$ cat src/rtl/shift_add_mult_ctrl_if.sv
// Handshake/data bundle for the shift-and-add multiplier controller.
interface shift_add_mult_ctrl_if #(
  parameter int unsigned N = 8
);
  logic           start;
  logic [N-1:0]   a;
  logic [N-1:0]   b;
  logic           busy;
  logic           done;
  logic [2*N-1:0] product;

  modport master (output start, a, b, input busy, done, product);
  modport slave  (input start, a, b, output busy, done, product);
endinterface

$ cat src/rtl/shift_add_mult_ctrl.sv
// Sequential unsigned multiplier: one N-bit ripple-carry adder reused for N
// add/shift steps, result {A,Q} registered with a one-cycle done strobe.
module shift_add_mult_ctrl #(
  parameter int unsigned N = 8
) (
  input  logic                 clk,
  input  logic                 rst,
  shift_add_mult_ctrl_if.slave bus
);
  localparam int unsigned CW = $clog2(N) + 1;

  typedef enum logic [1:0] {IDLE, RUN, DONE} state_t;

  state_t         state;
  state_t         state_next;
  logic [N-1:0]   m_reg;
  logic [N-1:0]   a_reg;
  logic [N-1:0]   q_reg;
  logic [CW-1:0]  count;
  logic [2*N-1:0] product_reg;

  logic [N-1:0]   addend;
  logic [N-1:0]   sum;
  logic [N:0]     carry;
  logic           cout;
  logic [2*N-1:0] shifted;

  // Single ripple-carry adder, carry-in tied low.
  always_comb begin
    addend = q_reg[0] ? m_reg : '0;
    carry  = '0;
    sum    = '0;
    for (int unsigned i = 0; i < N; i++) begin
      sum[i]       = a_reg[i] ^ addend[i] ^ carry[i];
      carry[i+1]   = (a_reg[i] & addend[i]) | (carry[i] & (a_reg[i] ^ addend[i]));
    end
    cout = carry[N];
  end

  // The carry shifts straight into A[N-1], so the carry flop would always
  // reload 0 and is folded away.
  assign shifted = {cout, sum, q_reg[N-1:1]};

  always_ff @(posedge clk or posedge rst) begin
    if (rst) state <= IDLE;
    else     state <= state_next;
  end

  always_comb begin
    state_next = state;
    case (state)
      IDLE:    if (bus.start) state_next = RUN;
      RUN:     if (count == CW'(1)) state_next = DONE;
      DONE:    state_next = IDLE;
      default: state_next = IDLE;
    endcase
  end

  always_comb begin
    bus.busy = 1'b0;
    bus.done = 1'b0;
    case (state)
      RUN:     bus.busy = 1'b1;
      DONE:    bus.done = 1'b1;
      default: ;
    endcase
  end

  always_ff @(posedge clk or posedge rst) begin
    if (rst) begin
      m_reg       <= '0;
      a_reg       <= '0;
      q_reg       <= '0;
      count       <= '0;
      product_reg <= '0;
    end else begin
      case (state)
        IDLE: begin
          if (bus.start) begin
            m_reg <= bus.a;
            q_reg <= bus.b;
            a_reg <= '0;
            count <= CW'(N);
          end
        end
        RUN: begin
          {a_reg, q_reg} <= shifted;
          count          <= count - 1'b1;
          if (count == CW'(1)) product_reg <= shifted;
        end
        default: ;
      endcase
    end
  end

  assign bus.product = product_reg;
endmodule

$ cat src/flat_wrapper.sv
// flat-port wrapper written by rule: the top's interface ports become plain ports
module shift_add_mult_ctrl_flat 
#(
  parameter int unsigned N = 8
)
  (clk, rst, bus_start, bus_a, bus_b, bus_busy, bus_done, bus_product);
  shift_add_mult_ctrl_if #(.N(N)) bus_i ();
  input  logic clk;
  input  logic rst;
  input wire logic [$bits(bus_i.start)-1:0] bus_start;
  input wire logic [$bits(bus_i.a)-1:0] bus_a;
  input wire logic [$bits(bus_i.b)-1:0] bus_b;
  output wire logic [$bits(bus_i.busy)-1:0] bus_busy;
  output wire logic [$bits(bus_i.done)-1:0] bus_done;
  output wire logic [$bits(bus_i.product)-1:0] bus_product;
  assign bus_i.start = bus_start;
  assign bus_i.a = bus_a;
  assign bus_i.b = bus_b;
  assign bus_busy = bus_i.busy;
  assign bus_done = bus_i.done;
  assign bus_product = bus_i.product;
  shift_add_mult_ctrl #(.N(N)) u_core (.clk(clk), .rst(rst), .bus(bus_i));
endmodule
$ cat config.mk
export PLATFORM = sky130hd
export DESIGN_NAME = shift_add_mult_ctrl_flat
export DESIGN_NICKNAME = d
export VERILOG_FILES = /design/src/rtl/shift_add_mult_ctrl_if.sv /design/src/rtl/shift_add_mult_ctrl.sv /design/src/flat_wrapper.sv
export SDC_FILE = /design/constraint.sdc
export NUM_CORES = 1
export LEC_CHECK = 0
export ABC_AREA = 1
export BUFFER_PORTS_ARGS = -buffer_cell sky130_fd_sc_hd__buf_2
export CAP_MARGIN = 15
export CORE_UTILIZATION = 54
export DETAILED_ROUTE_END_ITERATION = 16
export PLACE_DENSITY = 0.77
export SLEW_MARGIN = 20
export SYNTH_ARGS = -nofsm -noshare
export SYNTH_HDL_FRONTEND = slang
export SYNTH_SLANG_ARGS = --single-unit
$ cat constraint.sdc
create_clock -name clk -period 4.6 [get_ports clk]
set_input_delay 0.69 -clock clk [delete_from_list [all_inputs] [get_ports clk]]
set_output_delay 0.69 -clock clk [all_outputs]
set_load 0.02 [all_outputs]
# Word-level counts from Yosys, hierarchy flattened
# Cells that the tools add are included.
word_totals:
  register_bits: 46
  inputBits: 19
  output_inout_bits: 18
  elab_cells: 67
classes:
  add_sub_neg: 1
  eq_ne: 5
  n_mux: 12
  bitwise: 37
  n_reduce_logical: 6
op_table:
  columns: ["cell", "count"]
  rows:
  - ["case mux 8 bit (2 select lines)", 2]
  - ["2-to-1 mux 8 bit", 3]
  - ["bitwise AND 1 bit", 15]
  - ["XOR 1 bit", 15]
  - ["case mux 4 bit (2 select lines)", 1]
  - ["AND reduction 2 bit", 4]
  - ["OR 1 bit", 7]
  - ["== test 4 x 1 -> 1 bit (second input constant)", 1]
  - ["2-to-1 mux 2 bit", 2]
  - ["2-to-1 mux 4 bit", 1]
  - ["case mux 2 bit (2 select lines)", 1]
  - ["subtractor 4 x 1 -> 4 bit (second input constant)", 1]
  - ["== test 2 x 1 -> 1 bit (second input constant)", 1]
  - ["== test 2 bit (second input constant)", 1]
  - ["zero test 2 bit", 1]
  - ["2-to-1 mux 1 bit", 2]
  - ["!= test 2 x 1 -> 1 bit (second input constant)", 1]
  - ["!= test 2 bit (second input constant)", 1]
  - ["nonzero test 2 bit", 1]

# Longest topological paths before layout
depth:
  depth_word: 17
  ltp_mapped: 13
  ltp_nobuf: 12

# Worst setup path after synthesis
# OpenSTA, ideal clock, no wires.
synth_path:
  path_kind: "reg2reg"
  from: "register u_core.q_reg[0]"
  to: "register u_core.a_reg[6]"
  setup_time_ns: 0.126
  arrival_ns: 3.689
  required_ns: 4.474
  setup_slack_ns: 0.785
  path_stages_with_launch: 14
  period_less_slack_ns: 3.815
  cell_sequence: "dfrtp_1 > clkbuf_1 > nand2_1 > inv_1 > ha_1 > inv_1 > fa_1 > fa_1 > fa_1 > fa_1 > fa_1 > fa_1 > fa_1 > o22ai_1"
synth_between:
  elab_chain_len: 16
  word_cells_on_any_way: 29
synth_rtl:
  columns: ["item", "line_no", "text"]
  rows:
  - ["from (decl)", "shift_add_mult_ctrl.sv:18", "logic [N-1:0] q_reg;"]
  - ["from (signal assigned)", "shift_add_mult_ctrl.sv:81", "q_reg <= bus.b;"]
  - ["from (signal assigned)", "shift_add_mult_ctrl.sv:87", "{a_reg, q_reg} <= shifted;"]
  - ["2-to-1 mux 8 bit (*)", "shift_add_mult_ctrl.sv:30", "addend = q_reg[0] ? m_reg : '0;"]
  - ["bitwise AND 1 bit or XOR 1 bit (tied branches)", "shift_add_mult_ctrl.sv:35", "carry[i+1] = (a_reg[i] & addend[i]) | (carry[i] & (a_reg[i] ^ addend[i]));"]
  - ["bitwise AND 1 bit", "shift_add_mult_ctrl.sv:35", null]
  - ["OR 1 bit", "shift_add_mult_ctrl.sv:35", null]
  - ["bitwise AND 1 bit", "shift_add_mult_ctrl.sv:35", null]
  - ["OR 1 bit", "shift_add_mult_ctrl.sv:35", null]
  - ["bitwise AND 1 bit", "shift_add_mult_ctrl.sv:35", null]
  - ["OR 1 bit", "shift_add_mult_ctrl.sv:35", null]
  - ["bitwise AND 1 bit", "shift_add_mult_ctrl.sv:35", null]
  - ["OR 1 bit", "shift_add_mult_ctrl.sv:35", null]
  - ["bitwise AND 1 bit", "shift_add_mult_ctrl.sv:35", null]
  - ["OR 1 bit", "shift_add_mult_ctrl.sv:35", null]
  - ["bitwise AND 1 bit", "shift_add_mult_ctrl.sv:35", null]
  - ["OR 1 bit", "shift_add_mult_ctrl.sv:35", null]
  - ["XOR 1 bit (*)", "shift_add_mult_ctrl.sv:34", "sum[i] = a_reg[i] ^ addend[i] ^ carry[i];"]
  - ["case mux 8 bit (2 select lines) (*)", "shift_add_mult_ctrl.sv:77", "case (state)"]
  - ["to (signal assigned)", "shift_add_mult_ctrl.sv:87", null]
  - ["to (decl)", "shift_add_mult_ctrl.sv:17", "logic [N-1:0] a_reg;"]
# Mark *: on every way between the ends. The rest lies on a longest branch, timed or not.
# A chain may end at the register's enable or synchronous reset.

# Worst setup path after layout
# Ends and elaborated chain as after synthesis.

==> flow_summary.yaml <==
clock_tree:
  htree_levels: 2
  cts_buffers: 5
  clkSinkCount: 46
  clockBufferDepth: 2
  clock_latency_ps: 300
  clkSlewWorstSetupHoldPaths_ps: 80
  cts_tree: "built"
  clockRootBuffer: "clkbuf_8"
  cts_hold_buffers: 0
  cts_repair_resize_count: 0
  cts_setup_buffers: 0
global_route:
  antenna_found_initial: 0
  overflow: 0
  grt_pass1_wl_um: 6650
  grt_pass1_vias: 1505
  grt_max_degree: 47
  grt_usage: 0.218
floorplan:
  die_area_mm2: 0.00423
  die_w_um: 65.1
  design.core.area_mm2: 0.00374
  start_util: 0.574
  die_h_um: 65.1
  ios: 37
  num_rows: 22
worst_setup_path:
  reg2reg_slack_ps: 760
  worstSetupPathDepth: 12
  path_class: "flop to flop"
  crit_start: "u_core.q_reg[0]"
  worst_ep_required_time_ps: 4780
  r2r-end: "u_core.a_reg[6]"
  endpoint_kind: "flop"
  reg2reg_depth: 12
  critPathLaunchType: "flop"
  cp_top_family: "adder cells"
  worst_path_max_delay_cell: "fa_1"
  critPathMaxFanout: 9
  crit_chain: "nand2_1 > inv_1 > ha_1 > inv_1 > fa_1 > fa_1 > fa_1 > fa_1 > fa_1 > fa_1 > fa_1 > o22ai_1"
  arrival_ps: 4020
  crit_top_cell: "fa_1"
  cp.buffers_inverters: 2
  cpPeakStageDelay_ps: 530
  r2r_start: "u_core.q_reg[0]"
  crit_end: "u_core.a_reg[6]"
routing:
  post_drt_wl_per_cell_um: 12.0
  viasPerCell: 4.91
  drtAntennaViolNets: 0
  first_iter_violations: 82
  routed_wl_um: 3780
  via_count: 1542
  drc_errors: 0
  dr.pass1.iters: 4
logic_synthesis:
  syn-num-nets: 258
  yosysSeqAreaShare: 0.536
  synth_edf_count: 0
  ys_seq_elements: 46
  synth_top_area_frac: 0.536
  synth_area_mm2: 0.00215
  synthDistinctLibCells: 19
  synthTopCellsByArea: "dfrtp_1, nand2_1, fa_1"
  synth.avg_cell_area_um2: 9.38
  ys_async_sr_fraction: 1.00
  synth_top_area_cell: "dfrtp_1"
  yosys_warnings: 0
  ys.flop_type: "dfrtp_1"
  synthCells: 229
timing:
  tightest_slew_ps: 565
  hold_violations: 0
  fin_crit_ps: 3840
  relSlewSlack: 0.624
  setup-violations-final: 0
  timing.setup.tns_ps: 0
  hold_ws_ps: 479
  grt_setup_unrepaired: "no"
  post-route-period-util: 0.835
  timing.fmax_mhz: 260
  fin_skew_ps: 5.13
  finalMaxSlewViolations: 0
power_and_ir_drop:
  power_leakage_nw: 1.27
  power_density_mw_per_mm2: 655
  finalPower_mw: 1.60
  ir_drop_mv: 0.335
final_layout:
  layout_commonest_cell: "nand2_1"
  diodes: 0
  area_delta_synth_final_pct: 14.0
  final_cell_mix: "nand2_1, dfrtp_1, buf_2, inv_1, o21ai_2"
  final_util: 0.654
  drive_gt1_frac: 0.252
  largest_reg_flops: 16
  fin_nets: 294
placement:
  routabilityCongestion: 0.791
  hpwl_um: 2570
  port_buffers: 36
worst_hold_path:
  min-delay-path-class: "flop to flop"
  holdPathStages: 2
status:
  status: "finished clean"
job:
  max_cap_violations: 0
==> power by group <==
group / internal, mW / switching (mW)
registers: 0.566 / 0.0877
logic: 0.234 / 0.430
clock network: 0.152 / 0.133
==> per-stage QoR <==
step	cells	instance area, um2	worst slack [ps]
finish	314	2450	759
global route	314	2450	542
CTS	314	2450	760
detailed placement	306	2340	767
global placement	306	2340	807
floorplan	229	2150	785
==> worst min-delay path by stage <==
stage | startpoint | end | slack (ps)
CTS | u_core.bus.product[4] | u_core.bus.product[4] | 480
global placement | u_core.bus.product[7] | u_core.bus.product[7] | 460
finish | u_core.bus.product[10] | u_core.bus.product[10] | 480
detailed placement | u_core.bus.product[7] | u_core.bus.product[7] | 460
floorplan | u_core.m_reg[0] | u_core.m_reg[0] | 450
global route | u_core.bus.product[2] | u_core.bus.product[2] | 490
==> layer usage <==
metal / vias up / global-route usage / wire, um
li1: 779 / - / -
met1: 719 / 0.283 / 1840
met2: 35 / 0.324 / 1670
met3: 9 / 0.0634 / 175
met4: 0 / 0.125 / 106
met5: - / 0 / 0
==> kinds of logic (layout without fill, tap and decap cells) <==
family | after synthesis | count (layout) | synth area share
compound gates | 33 | 33 | 0.108
fa+ha+maj | 10 | 10 | 0.0828
flops | 46 | 46 | 0.536
buf+inv | 34 | 71 | 0.0723
simple gates | 106 | 106 | 0.201
==> Yosys cell counts, types with 2 or more instances <==
library cell,n
inv_1,24
buf_6,3
fa_1,7
nand3_1,4
o21ai_2,15
ha_1,3
nand2_2,2
o22ai_1,8
nor2_1,8
o21ai_0,9
buf_2,4
inv_2,2
nand2_1,89
dfrtp_1,46
==> cell type report <==
type	count	area [um2]
multi-input cells	149	841
well taps	48	60.1
repair buffers	37	188
clock buffers	8	110
fillers	344	1300
inverters	26	97.6
flip-flops and latches	46	1150
==> worst register-to-register path, cell delays in order (launching register included) <==
cell	delay [ps]
dfrtp_1	480
nand2_1	80
inv_1	50
ha_1	120
inv_1	40
fa_1	370
fa_1	380
fa_1	390
fa_1	390
fa_1	390
fa_1	390
fa_1	530
o22ai_1	90
No activity file was read; power rests on OpenSTA's default activity.
